**src/rtl/fp_arith_pipe.sv**
```systemverilog
// Purpose: 3-stage floating-point add/sub/mul with tag passthrough and exception flags.
// Latency: 3 cycles from accept to out_valid when there is no stall; throughput 1 op/cycle.
// Backpressure: the whole pipe freezes while a result sits unaccepted; in_ready = ~s3_valid | out_ready.
//
// Ports:
//   clk, areset          rising-edge clock, asynchronous active-low reset
//   in_valid/in_ready    operand handshake; a, b (W bits), op (00 add, 01 sub, 10 mul, 11 reserved), in_tag
//   out_valid/out_ready  result handshake; result (W bits), out_tag, flags = {invalid, overflow, underflow}
module fp_arith_pipe #(
  parameter int EXP_W = 5,
  parameter int MAN_W = 10,
  parameter int TAG_W = 4
) (
  input  logic                 clk,
  input  logic                 areset,
  input  logic                 in_valid,
  output logic                 in_ready,
  input  logic [EXP_W+MAN_W:0] a,
  input  logic [EXP_W+MAN_W:0] b,
  input  logic [1:0]           op,
  input  logic [TAG_W-1:0]     in_tag,
  output logic                 out_valid,
  input  logic                 out_ready,
  output logic [EXP_W+MAN_W:0] result,
  output logic [TAG_W-1:0]     out_tag,
  output logic [2:0]           flags
);

  localparam int W    = 1 + EXP_W + MAN_W;
  localparam int SW   = MAN_W + 4;            // hidden bit + fraction + guard/round/sticky
  localparam int PW   = 2 * MAN_W + 2;        // full significand product
  localparam int XW   = EXP_W + $clog2(SW + 1) + 2;
  localparam int BIAS = (1 << (EXP_W - 1)) - 1;
  localparam int EMAX = (1 << EXP_W) - 1;

  localparam logic signed [XW-1:0] X_ONE  = XW'(1);
  localparam logic signed [XW-1:0] X_ZERO = XW'(0);
  localparam logic signed [XW-1:0] X_EMAX = XW'(EMAX);
  localparam logic [W-1:0] QNAN = {1'b0, {EXP_W{1'b1}}, 1'b1, {(MAN_W-1){1'b0}}};

  typedef struct packed {
    logic [TAG_W-1:0]        tag;
    logic                    sp;       // result fully decided by special-value logic
    logic [W-1:0]            sp_res;
    logic [2:0]              sp_flg;
    logic                    is_mul;
    logic                    sign;
    logic                    eff_sub;
    logic signed [XW-1:0]    exp;
    logic [SW-1:0]           big;      // larger-magnitude significand, GRS appended
    logic [SW-1:0]           sml;      // aligned smaller significand, sticky in LSB
    logic [PW-1:0]           prod;
  } s1_t;

  typedef struct packed {
    logic [TAG_W-1:0]        tag;
    logic                    sp;
    logic [W-1:0]            sp_res;
    logic [2:0]              sp_flg;
    logic                    sign;
    logic                    zero;
    logic signed [XW-1:0]    exp;
    logic [SW-1:0]           nm;       // normalised: 1.frac G R S
  } s2_t;

  logic advance;
  logic s1_vld_q, s2_vld_q, s3_vld_q;
  s1_t  s1_d, s1_q;
  s2_t  s2_d, s2_q;
  logic [W-1:0]     res_d, result_q;
  logic [2:0]       flg_d, flg_q;
  logic [TAG_W-1:0] tag_q;

  assign advance   = ~s3_vld_q | out_ready;
  assign in_ready  = advance;
  assign out_valid = s3_vld_q;
  assign result    = result_q;
  assign out_tag   = tag_q;
  assign flags     = flg_q;

  // ---------------- S1: unpack, classify, align / multiply ----------------
  logic               sa, sb, sb_eff;
  logic [EXP_W-1:0]   ea, eb, e_big, e_sml;
  logic [MAN_W-1:0]   fa, fb, fa_f, fb_f;
  logic               za, zb, ia, ib, na, nb, swap;
  logic [SW-1:0]      big_ext, sml_ext, sml_al;
  logic [XW-1:0]      d, dsat;
  logic [2*SW-1:0]    sh;
  logic [PW-1:0]      prod;
  logic signed [XW-1:0] exp_mul;

  assign sa = a[W-1];
  assign sb = b[W-1];
  assign ea = a[W-2:MAN_W];
  assign eb = b[W-2:MAN_W];
  assign fa = a[MAN_W-1:0];
  assign fb = b[MAN_W-1:0];
  assign za = (ea == '0);
  assign zb = (eb == '0);
  assign ia = (ea == '1) && (fa == '0);
  assign ib = (eb == '1) && (fb == '0);
  assign na = (ea == '1) && (fa != '0);
  assign nb = (eb == '1) && (fb != '0);
  // Subnormal inputs are flushed: fraction forced to zero along with the hidden bit.
  assign fa_f = za ? '0 : fa;
  assign fb_f = zb ? '0 : fb;
  assign sb_eff = sb ^ (op == 2'b01);

  assign swap    = {eb, fb_f} > {ea, fa_f};
  assign e_big   = swap ? eb : ea;
  assign e_sml   = swap ? ea : eb;
  assign big_ext = swap ? {~zb, fb_f, 3'b000} : {~za, fa_f, 3'b000};
  assign sml_ext = swap ? {~za, fa_f, 3'b000} : {~zb, fb_f, 3'b000};

  // Shift through a double-width window so everything that falls off lands in
  // the low half and collapses into the sticky bit.
  assign d      = XW'(e_big) - XW'(e_sml);
  assign dsat   = (d > XW'(SW - 1)) ? XW'(SW - 1) : d;
  assign sh     = {sml_ext, {SW{1'b0}}} >> dsat;
  assign sml_al = {sh[2*SW-1:SW+1], sh[SW] | (|sh[SW-1:0])};

  assign prod    = PW'({~za, fa_f}) * PW'({~zb, fb_f});
  assign exp_mul = $signed(XW'(ea)) + $signed(XW'(eb)) - XW'(BIAS);

  always_comb begin
    s1_d         = '0;
    s1_d.tag     = in_tag;
    s1_d.is_mul  = op[1];
    s1_d.eff_sub = sa ^ sb_eff;
    s1_d.big     = big_ext;
    s1_d.sml     = sml_al;
    s1_d.prod    = prod;
    if (op[1]) begin
      s1_d.sign = sa ^ sb;
      s1_d.exp  = exp_mul;
    end else begin
      s1_d.sign = swap ? sb_eff : sa;
      s1_d.exp  = $signed(XW'(e_big));
    end

    if (op == 2'b11) begin
      s1_d.sp = 1'b1; s1_d.sp_res = QNAN; s1_d.sp_flg = 3'b100;
    end else if (na | nb) begin
      s1_d.sp = 1'b1; s1_d.sp_res = QNAN;
    end else if (op[1]) begin
      if ((ia & zb) | (ib & za)) begin
        s1_d.sp = 1'b1; s1_d.sp_res = QNAN; s1_d.sp_flg = 3'b100;
      end else if (ia | ib) begin
        s1_d.sp = 1'b1; s1_d.sp_res = {sa ^ sb, {EXP_W{1'b1}}, {MAN_W{1'b0}}};
      end else if (za | zb) begin
        s1_d.sp = 1'b1; s1_d.sp_res = {sa ^ sb, {(W-1){1'b0}}};
      end
    end else begin
      if (ia & ib) begin
        s1_d.sp = 1'b1;
        if (sa != sb_eff) begin
          s1_d.sp_res = QNAN; s1_d.sp_flg = 3'b100;
        end else begin
          s1_d.sp_res = {sa, {EXP_W{1'b1}}, {MAN_W{1'b0}}};
        end
      end else if (ia) begin
        s1_d.sp = 1'b1; s1_d.sp_res = {sa, {EXP_W{1'b1}}, {MAN_W{1'b0}}};
      end else if (ib) begin
        s1_d.sp = 1'b1; s1_d.sp_res = {sb_eff, {EXP_W{1'b1}}, {MAN_W{1'b0}}};
      end
    end
  end

  // ---------------- S2: add/sub, normalise ----------------
  logic [SW:0]          sum;
  logic signed [XW-1:0] lz;
  logic                 found;
  logic [PW-1:0]        pn;

  assign sum = s1_q.eff_sub ? ({1'b0, s1_q.big} - {1'b0, s1_q.sml})
                            : ({1'b0, s1_q.big} + {1'b0, s1_q.sml});
  // Product of two [1,2) significands lies in [1,4); pre-shift so the leading one is at the top.
  assign pn  = s1_q.prod[PW-1] ? s1_q.prod : (s1_q.prod << 1);

  always_comb begin
    lz    = '0;
    found = 1'b0;
    for (int i = SW - 1; i >= 0; i--) begin
      if (!found && sum[i]) begin
        lz    = XW'(SW - 1 - i);
        found = 1'b1;
      end
    end
  end

  always_comb begin
    s2_d        = '0;
    s2_d.tag    = s1_q.tag;
    s2_d.sp     = s1_q.sp;
    s2_d.sp_res = s1_q.sp_res;
    s2_d.sp_flg = s1_q.sp_flg;
    s2_d.sign   = s1_q.sign;
    if (s1_q.is_mul) begin
      s2_d.exp = s1_q.exp + (s1_q.prod[PW-1] ? X_ONE : X_ZERO);
      s2_d.nm  = {pn[PW-1:MAN_W+1], pn[MAN_W], pn[MAN_W-1], |pn[MAN_W-2:0]};
    end else if (sum == '0) begin
      // Exact cancellation is +0; a same-sign zero sum keeps its sign.
      s2_d.zero = 1'b1;
      s2_d.sign = s1_q.eff_sub ? 1'b0 : s1_q.sign;
    end else if (sum[SW]) begin
      s2_d.exp = s1_q.exp + X_ONE;
      s2_d.nm  = {sum[SW:2], sum[1] | sum[0]};
    end else begin
      s2_d.exp = s1_q.exp - lz;
      s2_d.nm  = sum[SW-1:0] << lz;
    end
  end

  // ---------------- S3: round to nearest even, range check, pack ----------------
  logic                 rnd_up;
  logic [MAN_W+1:0]     mant;
  logic signed [XW-1:0] exp_r;
  logic [MAN_W-1:0]     frac;

  assign rnd_up = s2_q.nm[2] & (s2_q.nm[1] | s2_q.nm[0] | s2_q.nm[3]);
  assign mant   = {1'b0, s2_q.nm[SW-1:3]} + {{(MAN_W+1){1'b0}}, rnd_up};
  // A rounding carry-out means the significand became 10.000..., bump the exponent.
  assign exp_r  = s2_q.exp + (mant[MAN_W+1] ? X_ONE : X_ZERO);
  assign frac   = mant[MAN_W+1] ? mant[MAN_W:1] : mant[MAN_W-1:0];

  always_comb begin
    res_d = '0;
    flg_d = '0;
    if (s2_q.sp) begin
      res_d = s2_q.sp_res;
      flg_d = s2_q.sp_flg;
    end else if (s2_q.zero) begin
      res_d = {s2_q.sign, {(W-1){1'b0}}};
    end else if (exp_r >= X_EMAX) begin
      res_d = {s2_q.sign, {EXP_W{1'b1}}, {MAN_W{1'b0}}};
      flg_d = 3'b010;
    end else if (exp_r < X_ONE) begin
      res_d = {s2_q.sign, {(W-1){1'b0}}};
      flg_d = 3'b001;
    end else begin
      res_d = {s2_q.sign, exp_r[EXP_W-1:0], frac};
    end
  end

  // ---------------- pipeline registers ----------------
  always_ff @(posedge clk or negedge areset) begin
    if (!areset) begin
      s1_vld_q <= 1'b0;
      s2_vld_q <= 1'b0;
      s3_vld_q <= 1'b0;
      s1_q     <= '0;
      s2_q     <= '0;
      result_q <= '0;
      flg_q    <= '0;
      tag_q    <= '0;
    end else if (advance) begin
      s1_vld_q <= in_valid;
      s1_q     <= s1_d;
      s2_vld_q <= s1_vld_q;
      s2_q     <= s2_d;
      s3_vld_q <= s2_vld_q;
      result_q <= res_d;
      flg_q    <= flg_d;
      tag_q    <= s2_q.tag;
    end
  end

endmodule

```
**config.mk**
```make
export PLATFORM = sky130hd
export DESIGN_NAME = fp_arith_pipe
export DESIGN_NICKNAME = d
export VERILOG_FILES = /design/src/rtl/fp_arith_pipe.sv
export SDC_FILE = /design/constraint.sdc
export NUM_CORES = 1
export LEC_CHECK = 0
export CELL_PAD_IN_SITES_DETAIL_PLACEMENT = 1
export CELL_PAD_IN_SITES_GLOBAL_PLACEMENT = 2
export CORE_ASPECT_RATIO = 0.7
export CORE_MARGIN = 2
export CORE_UTILIZATION = 41
export DETAILED_ROUTE_END_ITERATION = 7
export PLACE_DENSITY_LB_ADDON = 0.1
export SYNTH_ARGS = -nofsm -noshare
export SYNTH_HDL_FRONTEND = slang
export SYNTH_SLANG_ARGS = --single-unit
```
**constraint.sdc**
```tcl
create_clock -name clk -period 14.5 [get_ports clk]
set_clock_uncertainty 0.05 [all_clocks]
set_input_delay 2.9 -clock clk [delete_from_list [all_inputs] [get_ports clk]]
set_output_delay 2.9 -clock clk [all_outputs]
set_load 0.01 [all_outputs]
```
# == Word-level counts from Yosys, hierarchy flattened ==
# Index checks and enable logic that the tools add are counted.
# op_classes
reduce_logical,39
n_eq_ne,5
n_mux,69
n_shift,2
magnitude_cmp,4
n_addsub,10
div_mod_pow,0
bitwise_logic,19
multipliers,1
# ops
cell,n
2-to-1 mux 11 bit,14
2-to-1 mux 17 bit,7
2-to-1 mux 25 bit,3
2-to-1 mux 15 bit,4
2-to-1 mux 20 bit,2
2-to-1 mux 16 bit,2
2-to-1 mux 10 bit,3
2-to-1 mux 14 bit,2
right shift 28 x 11 -> 28 bit,1
adder 11 x 2 -> 11 bit,2
multiplier 11 x 11 -> 22 bit,1
2-to-1 mux 22 bit,1
zero test 10 bit,2
2-to-1 mux 1 bit,20
nonzero test 10 bit,2
logical AND 1 bit,17
adder 14 x 14 -> 15 bit,1
greater-than comparator 15 bit,1
zero test 15 bit,1
2-to-1 mux 3 bit,5
subtractor 14 x 14 -> 15 bit,1
OR reduction 14 bit,1
<< shifter 14 x 11 -> 14 bit,1
zero test 1 bit,13
21 further kinds,42
# word_totals
regBits,165
elab_cells,174
ram_bits,0
output_inout_bits,25
latch_bits,0
rom_bits,0
inputBits,42
mem_count,0

# == Logic depth before layout (Yosys ltp) ==
# Gate-level depths: netlist of run 1.
# logic_depth
ltp_word,46
depth_mapped,34
depth_no_buf,30

# == Least setup slack after synthesis of run 1 ==
# Ideal clock, no wire load.
# synth_path
kind,input to register
start,input port a[10]
end,register s1_q[21] (netlist bit)
setup_ps,133
cell_stages,31
arrival_ps,9015
path_slack_ps,5302
cell_sequence,inv_1 > nand3_1 > clkbuf_1 > clkbuf_1 > nand2_1 > inv_2 > clkbuf_1 > nand3_1 > fa_1 > inv_1 > ha_1 > fa_1 > ha_1 > inv_1 > fa_1 > inv_1 > ha_1 > nor2b_1 > o21ai_0 > a21boi_0 > o21ai_0 > a21boi_0 > o21ai_0 > a21boi_0 > o21ai_0 > a21oi_1 > a41o_1 > or4_1 > a31oi_1 > xnor2_1 > o21ai_0
# synth_between
elab_chain_len,3
elab_cells_between_ends,4
cone_classes,1 x mul; 1 x mux; 1 x bitwise; 1 x reduce/logical
# synth_rtl
item,line_no,text
from (decl),18,"input logic [EXP_W+MAN_W:0] a,"
zero test 5 bit *,98,assign za = (ea == '0);
2-to-1 mux 10 bit or NOT 1 bit (tied branches),"105, 122",
multiplier 11 x 11 -> 22 bit *,122,"assign prod = PW'({~za, fa_f}) * PW'({~zb, fb_f});"
to (signal assigned),251,s1_q <= '0;
to (signal assigned),258,s1_q <= s1_d;
to (decl),68,"s1_t s1_d, s1_q;"
# Every way passes the cells marked *; elsewhere a longest branch is shown, timed or not.
# A chain may end at the register's enable or synchronous reset.

# == Worst setup path in the final report of run 1 ==
# Ends and elaborated chain as after synthesis.

==> impl_metrics.yaml, run 1 <==
sta:
  hold_violations: 0
  worstMarginPinSlew_ns: 0.929
  finalSetupViolCount: 0
  slew_viol_final: 0
  relSlewSlack: 0.376
  max_freq_ghz: 0.0977
  rsz0062_at_grt: "no"
  tns_ns: 0
  period_needed_ns: 10.23
  min_period_over_period: 0.706
synth:
  synth-seq-area-share: 0.222
  synth_seq_cells: 128
  syn-num-nets: 2040
  synth_common_cells: "nand2_1 (286), inv_1 (158), nor2_1 (141)"
  synthXorXnorAreaFrac: 0.0454
  synth_area_sq_um: 14400
  synth.area.top_cells: "dfrtp_1 (22%), fa_1 (11%), ha_1 (11%)"
  synth_top_family_by_area: "simple AND/OR/NAND/NOR gates"
  synth-simple-area-share: 0.222
  synthMuxAreaShare: 0.0400
  yosysMostFrequentCell: "nand2_1"
  ys.flop_type: "dfrtp_1"
  synth.distinct_cells: 89
  synthAdderAreaFrac: 0.221
  synth-compound-area-share: 0.181
  async_flop_share: 1.00
  synth_area_leader_cell: "dfrtp_1"
  yosysWarnings: 0
  synth_edf_count: 0
  synthCells: 1794
  syn_area_per_cell_sq_um: 8.05
  synth_top_area_share: 0.222
worst_setup_path:
  r2r_cells: 27
  worstSetupStartpointType: "primary input"
  crit_fanout: 39
  cp-end-kind: "register"
  critPathKind: "in2reg"
  crit_required_ns: 14.73
  r2r-start: "s1_q[22]"
  rr_endpoint: "s2_q[21]"
  cp.arrival_ns: 10.47
  rrSetupSlack_ns: 7.21
layout:
  fill_cells: 4212
  n_antenna_cell: 0
  multi_input_area_sq_um: 10300
  drive_above_1_share: 0.0508
  regArea_sq_um: 3200
  syn2layout_area_growth_pct: 11.1
  nNetsFinal: 2043
grt:
  met3_usage: 0.0443
  grt_max_degree: 92
  antenna_found_initial: 0
  grt.busiest_layer: "met2"
  met1_usage: 0.380
  grt_pass1_vias: 13727
  grt_usage: 0.261
  grt_overflow: 0
  grt_pass1_wl_um: 75900
  grt_use_met2: 0.406
die:
  coreArea_sq_um: 34700
  die_w_um: 228
  die_area_sq_um: 36800
  die_y_um: 161
  rows: 57
  io_pins: 67
  initial_core_util: 0.416
flow_run:
  drv_cap: 0
clocking:
  cts_root_buffer: "clkbuf_16"
  cts_setup_buffers: 0
  cts_made_buffers: 17
  tritoncts: "done"
  cts-hold-fix-buffers: 0
  cts_buffer_depth: 2
  h-tree-depth: 4
  clk_pin_slew_ns: 0.06
  cts_sinks: 128
  clock_latency_ns: 0.45
  ctsResizeCount: 0
power:
  power_density_nw_per_um2: 217
  p_leak_nw: 7.53
  total_power_w: 0.00349
  vdd_drop_max_uv: 116
route:
  drt-initial-drc-count: 804
  avgViaCountPerCell: 5.71
  ant_nets: 0
  wirelength_um: 46400
  drcViolationCount: 0
  dr.pass1.iters: 5
  wl_per_cell_um: 20.3
  dr_total_vias: 13032
placed_design:
  hpwl_um: 36500
  gp_congestion: 0.877
  io_buffers: 66
hold_path:
  hold_path.class: "reg2reg"
  whs_path_depth: 2
  hold_end: "s2_q[39]"
  min_from: "s2_q[39]"
run_status:
  status: "finished clean"
## per-stage QoR
stage | area (sq um) | setup slack, ns | utilization | hold slack (ns) | std cells
5_1_grt | 16000 | 3.66 | 0.462 | 0.444 | 2282
4_1_cts | 16000 | 4.30 | 0.462 | 0.424 | 2282
6_report | 16000 | 4.27 | 0.462 | 0.418 | 2282
2_1_floorplan | 14400 | 5.30 | - | 0.380 | 1794
3_5_place_dp | 15400 | 3.84 | 0.444 | 0.406 | 2250
3_3_place_gp | 15400 | 4.11 | 0.444 | 0.397 | 2250
## layout make-up
type,count,share of cell area
well taps,472,0.0368
inverters,159,0.0373
clock inverters,13,0.0110
clock buffers,19,0.0276
multi-input cells,1410,0.639
flip-flops and latches,128,0.200
repair buffers,81,0.0483
## registers in the layout, indices dropped and copies added, names as in the netlist
register	flops
out_valid	1
s1_vld_q	1
s1_q	66
s2_vld_q	1
out_tag	4
s2_q	36
flags	3
result	16
## worst max-delay path: stages
cell             delay, ns
clkdlybuf4s50_1       0.52
inv_1                 0.11
nand3_1               0.67
nand2_1               0.26
inv_2                 0.36
buf_4                 0.48
nand3_1               0.16
fa_1                  0.52
fa_1                  0.43
fa_1                  0.55
inv_1                 0.06
fa_1                  0.47
fa_1                  0.49
ha_1                  0.33
a21boi_0              0.15
o21ai_0               0.22
a21boi_0              0.14
o21ai_0               0.26
a21oi_1               0.18
a41o_1                0.30
or4_1                 0.41
a31oi_1               0.22
xnor2_1               0.14
o21ai_0               0.08
## cells in the final DEF, fill, tap and decap left out, types with 14 or more instances in the layout
cell,instances
nand2_1,286
inv_1,157
nor2_1,141
dfrtp_1,128
ha_1,122
a21oi_1,96
o21ai_0,92
fa_1,82
nand3_1,67
clkdlybuf4s50_1,65
and3_1,45
xnor2_1,45
mux2i_1,42
and2_1,37
xor2_1,28
nor3_1,26
o31ai_1,18
clkbuf_16,17
a21o_1,16
a31oi_1,16
buf_4,15
nor2b_1,14
mux2_2,14
nand2b_1,14
o211ai_1,14
## metal layers
| metal | vias to the layer above | wire [um] |
|---|---|---|
| met5 | - | 0 |
| met4 | 0 | 660 |
| met3 | 43 | 2550 |
| met2 | 291 | 20200 |
| met1 | 6514 | 23000 |
| li1 | 6184 | - |
## kinds of logic (layout without fill, tap and decap cells)
family,Yosys count,after routing
AOI/OAI and AO/OA,388,388
xor gates and xnor gates,74,74
adders and majority gates,206,206
and+or+nand+nor,686,686
buffers and inverters,256,272
muxes,56,56
DFF,128,128
## power by group
group / internal [W] / total, W / switching, W
logic: 0.000981 / 0.00240 / 0.00142
registers: 0.000492 / 0.000623 / 0.000130
clock network: 0.000278 / 0.000460 / 0.000181
## how the worst max path moves through the flow
| stage | start | to | slack [ns] | cells past startpoint |
|---|---|---|---|---|
| 2_1_floorplan | a[10] | s1_q[21] | 5.30 | 31 |
| 3_5_place_dp | a[10] | s1_q[21] | 3.84 | 24 |
| 5_1_grt | a[10] | s1_q[21] | 3.66 | 25 |
| 6_report | a[10] | s1_q[21] | 4.27 | 24 |
| 4_1_cts | a[10] | s1_q[21] | 4.30 | 24 |
| 3_3_place_gp | a[10] | s1_q[21] | 4.11 | 25 |
No activity file was read; power rests on OpenSTA's default activity.
==> inputs of run 2 (changes only) <==
--- a/config.mk
+++ b/config.mk
@@ -9,7 +9,7 @@
 export CELL_PAD_IN_SITES_GLOBAL_PLACEMENT = 2
 export CORE_ASPECT_RATIO = 0.7
 export CORE_MARGIN = 2
-export CORE_UTILIZATION = 41
+export CORE_UTILIZATION = 34
 export DETAILED_ROUTE_END_ITERATION = 7
 export PLACE_DENSITY_LB_ADDON = 0.1
 export SYNTH_ARGS = -nofsm -noshare
==> constraint.sdc (replaced) <==
create_clock -name clk -period 8.5 [get_ports clk]
set_clock_uncertainty 0.05 [all_clocks]
set_input_delay 1.7 -clock clk [delete_from_list [all_inputs] [get_ports clk]]
set_output_delay 1.7 -clock clk [all_outputs]
set_load 0.01 [all_outputs]
==> impl_metrics.yaml, run 2 (synthesis results as in run 1) <==
sta:
  relSlewSlack: 0.344
  min_period_over_period: 0.924
  slew_viol_final: 0
  finalSetupViolCount: 0
  setup_ws_ns: 0.642
  rsz0062_at_grt: "no"
  worstMarginPinSlew_ns: 0.978
  hold_violations: 0
  max_freq_ghz: 0.127
  period_needed_ns: 7.86
layout:
  regMostFlops: "s1_q"
  syn2layout_area_growth_pct: 15.0
  nNetsFinal: 2104
  mostFrequentLayoutCell: "nand2_1"
  final_cell_mix: "nand2_1 (286), inv_1 (157), nor2_1 (141)"
  fin_cells: 2423
  largest_reg_flops: 66
  n_antenna_cell: 0
  drive_above_1_share: 0.0823
  fill_cells: 5050
grt:
  antenna_found_initial: 1
  grt_pass1_vias: 13826
  grt_pass1_wl_um: 79700
  grt_overflow: 0
  grt_usage: 0.232
  grt_max_degree: 79
clocking:
  tritoncts: "done"
  cts_sinks: 128
  h-tree-depth: 4
  clock_latency_ns: 0.44
  cts_buffer_depth: 2
  cts_root_buffer: "clkbuf_16"
  clk_pin_slew_ns: 0.06
  cts_setup_buffers: 0
  cts_made_buffers: 17
flow_run:
  drv_cap: 0
placed_design:
  dp_slack_ns: -0.0597
  hpwl_um: 39100
  gp_congestion: 0.902
  io_buffers: 66
  place.detailed.instances: 2391
hold_path:
  whs_path_depth: 2
  hold_path.class: "reg2reg"
  min_from: "s1_q[87]"
  hold_end: "s1_q[87]"
worst_setup_path:
  crit_required_ns: 8.75
  worstSetupStartpointType: "primary input"
  critPathSlowestCell: "fa_1"
  cpPeakStageDelay_ns: 0.54
  cp.arrival_ns: 8.10
  crit_fanout: 22
  rrSetupSlack_ns: 1.51
  critPathKind: "in2reg"
  r2r-start: "s1_q[22]"
  r2r_cells: 25
  cp-end-kind: "register"
  rr_endpoint: "s2_q[22]"
route:
  drt-initial-drc-count: 859
  avgViaCountPerCell: 5.40
  wirelength_um: 49200
  wl_per_cell_um: 20.3
  dr_total_vias: 13084
  dr.pass1.iters: 7
  drcViolationCount: 0
  ant_nets: 0
power:
  internal-power_w: 0.00303
  power_density_nw_per_um2: 362
  p_sw_w: 0.00299
  vdd_drop_max_uv: 198
  p_leak_nw: 7.83
  p_sw_frac: 0.497
  total_power_w: 0.00602
  p_comb_frac: 0.702
  seq_power_share: 0.175
  pwr-share-clk: 0.124
die:
  initial_core_util: 0.343
  die_area_sq_um: 44200
  rows: 63
  io_pins: 67
  die_y_um: 176
  die_w_um: 250
  coreArea_sq_um: 42100
run_status:
  status: "finished clean"
[run 2: timing repair]
| item | 4_1_cts | 5_1_grt |
|---|---|---|
| gates resized for setup | 0 | 4 |
| setup endpoints to repair | 0 | 2 |
| hold buffers | 0 | 0 |
[run 2: final cells by class]
cell class	instances	area, sq um	share of cell area
clock buffers	19	443	0.0267
inverters	159	598	0.0360
well taps	552	691	0.0416
clock inverters	13	150	0.00904
flip-flops and latches	128	3200	0.193
repair buffers	142	1260	0.0757
multi-input cells	1410	10300	0.618
[run 2: per-stage QoR]
step | util | cell area (sq um) | TNS (ns) | hold WS [ns]
after CTS | 0.394 | 16600 | 0 | 0.422
after detailed placement | 0.380 | 16000 | -0.0597 | 0.406
after global routing | 0.395 | 16600 | 0 | 0.451
after global placement | 0.380 | 16000 | 0 | 0.402
final | 0.395 | 16600 | 0 | 0.418
after floorplan | - | 14400 | 0 | 0.380
[run 2: per-layer routing]
| layer | GRT usage | vias to the layer above | routed length [um] |
|---|---|---|---|
| met5 | 0 | - | 0 |
| met4 | 0.0324 | 0 | 463 |
| met1 | 0.338 | 6514 | 25300 |
| li1 | - | 6309 | - |
| met2 | 0.358 | 230 | 21000 |
| met3 | 0.0494 | 31 | 2420 |
[run 2: worst max path at each step]
stage	end	startpoint
2_1_floorplan	s1_q[21]	a[10]
3_3_place_gp	s1_q[21]	b[14]
3_5_place_dp	s1_q[21]	b[10]
4_1_cts	s1_q[21]	b[10]
5_1_grt	s1_q[21]	a[11]
6_report	s1_q[21]	b[10]
[run 2: critical path: cells and delay by family]
| kind | cells | cell delay (ns) |
|---|---|---|
| adder cells (fa/ha/maj) | 6 | 2.34 |
| AO/OA/AOI/OAI | 11 | 1.98 |
| AND/OR/NAND/NOR | 6 | 1.12 |
| buffers and inverters | 5 | 0.81 |
| XOR/XNOR | 1 | 0.14 |
[run 2: power by group through the flow]
stage,Combinational [W],Sequential (W),Clock (W)
floorplan,0.00301,0.000996,0
global placement,0.00413,0.00106,0
detailed placement,0.00418,0.00106,0
CTS,0.00422,0.00105,0.000768
global route,0.00475,0.00109,0.000800
finish,0.00422,0.00105,0.000745
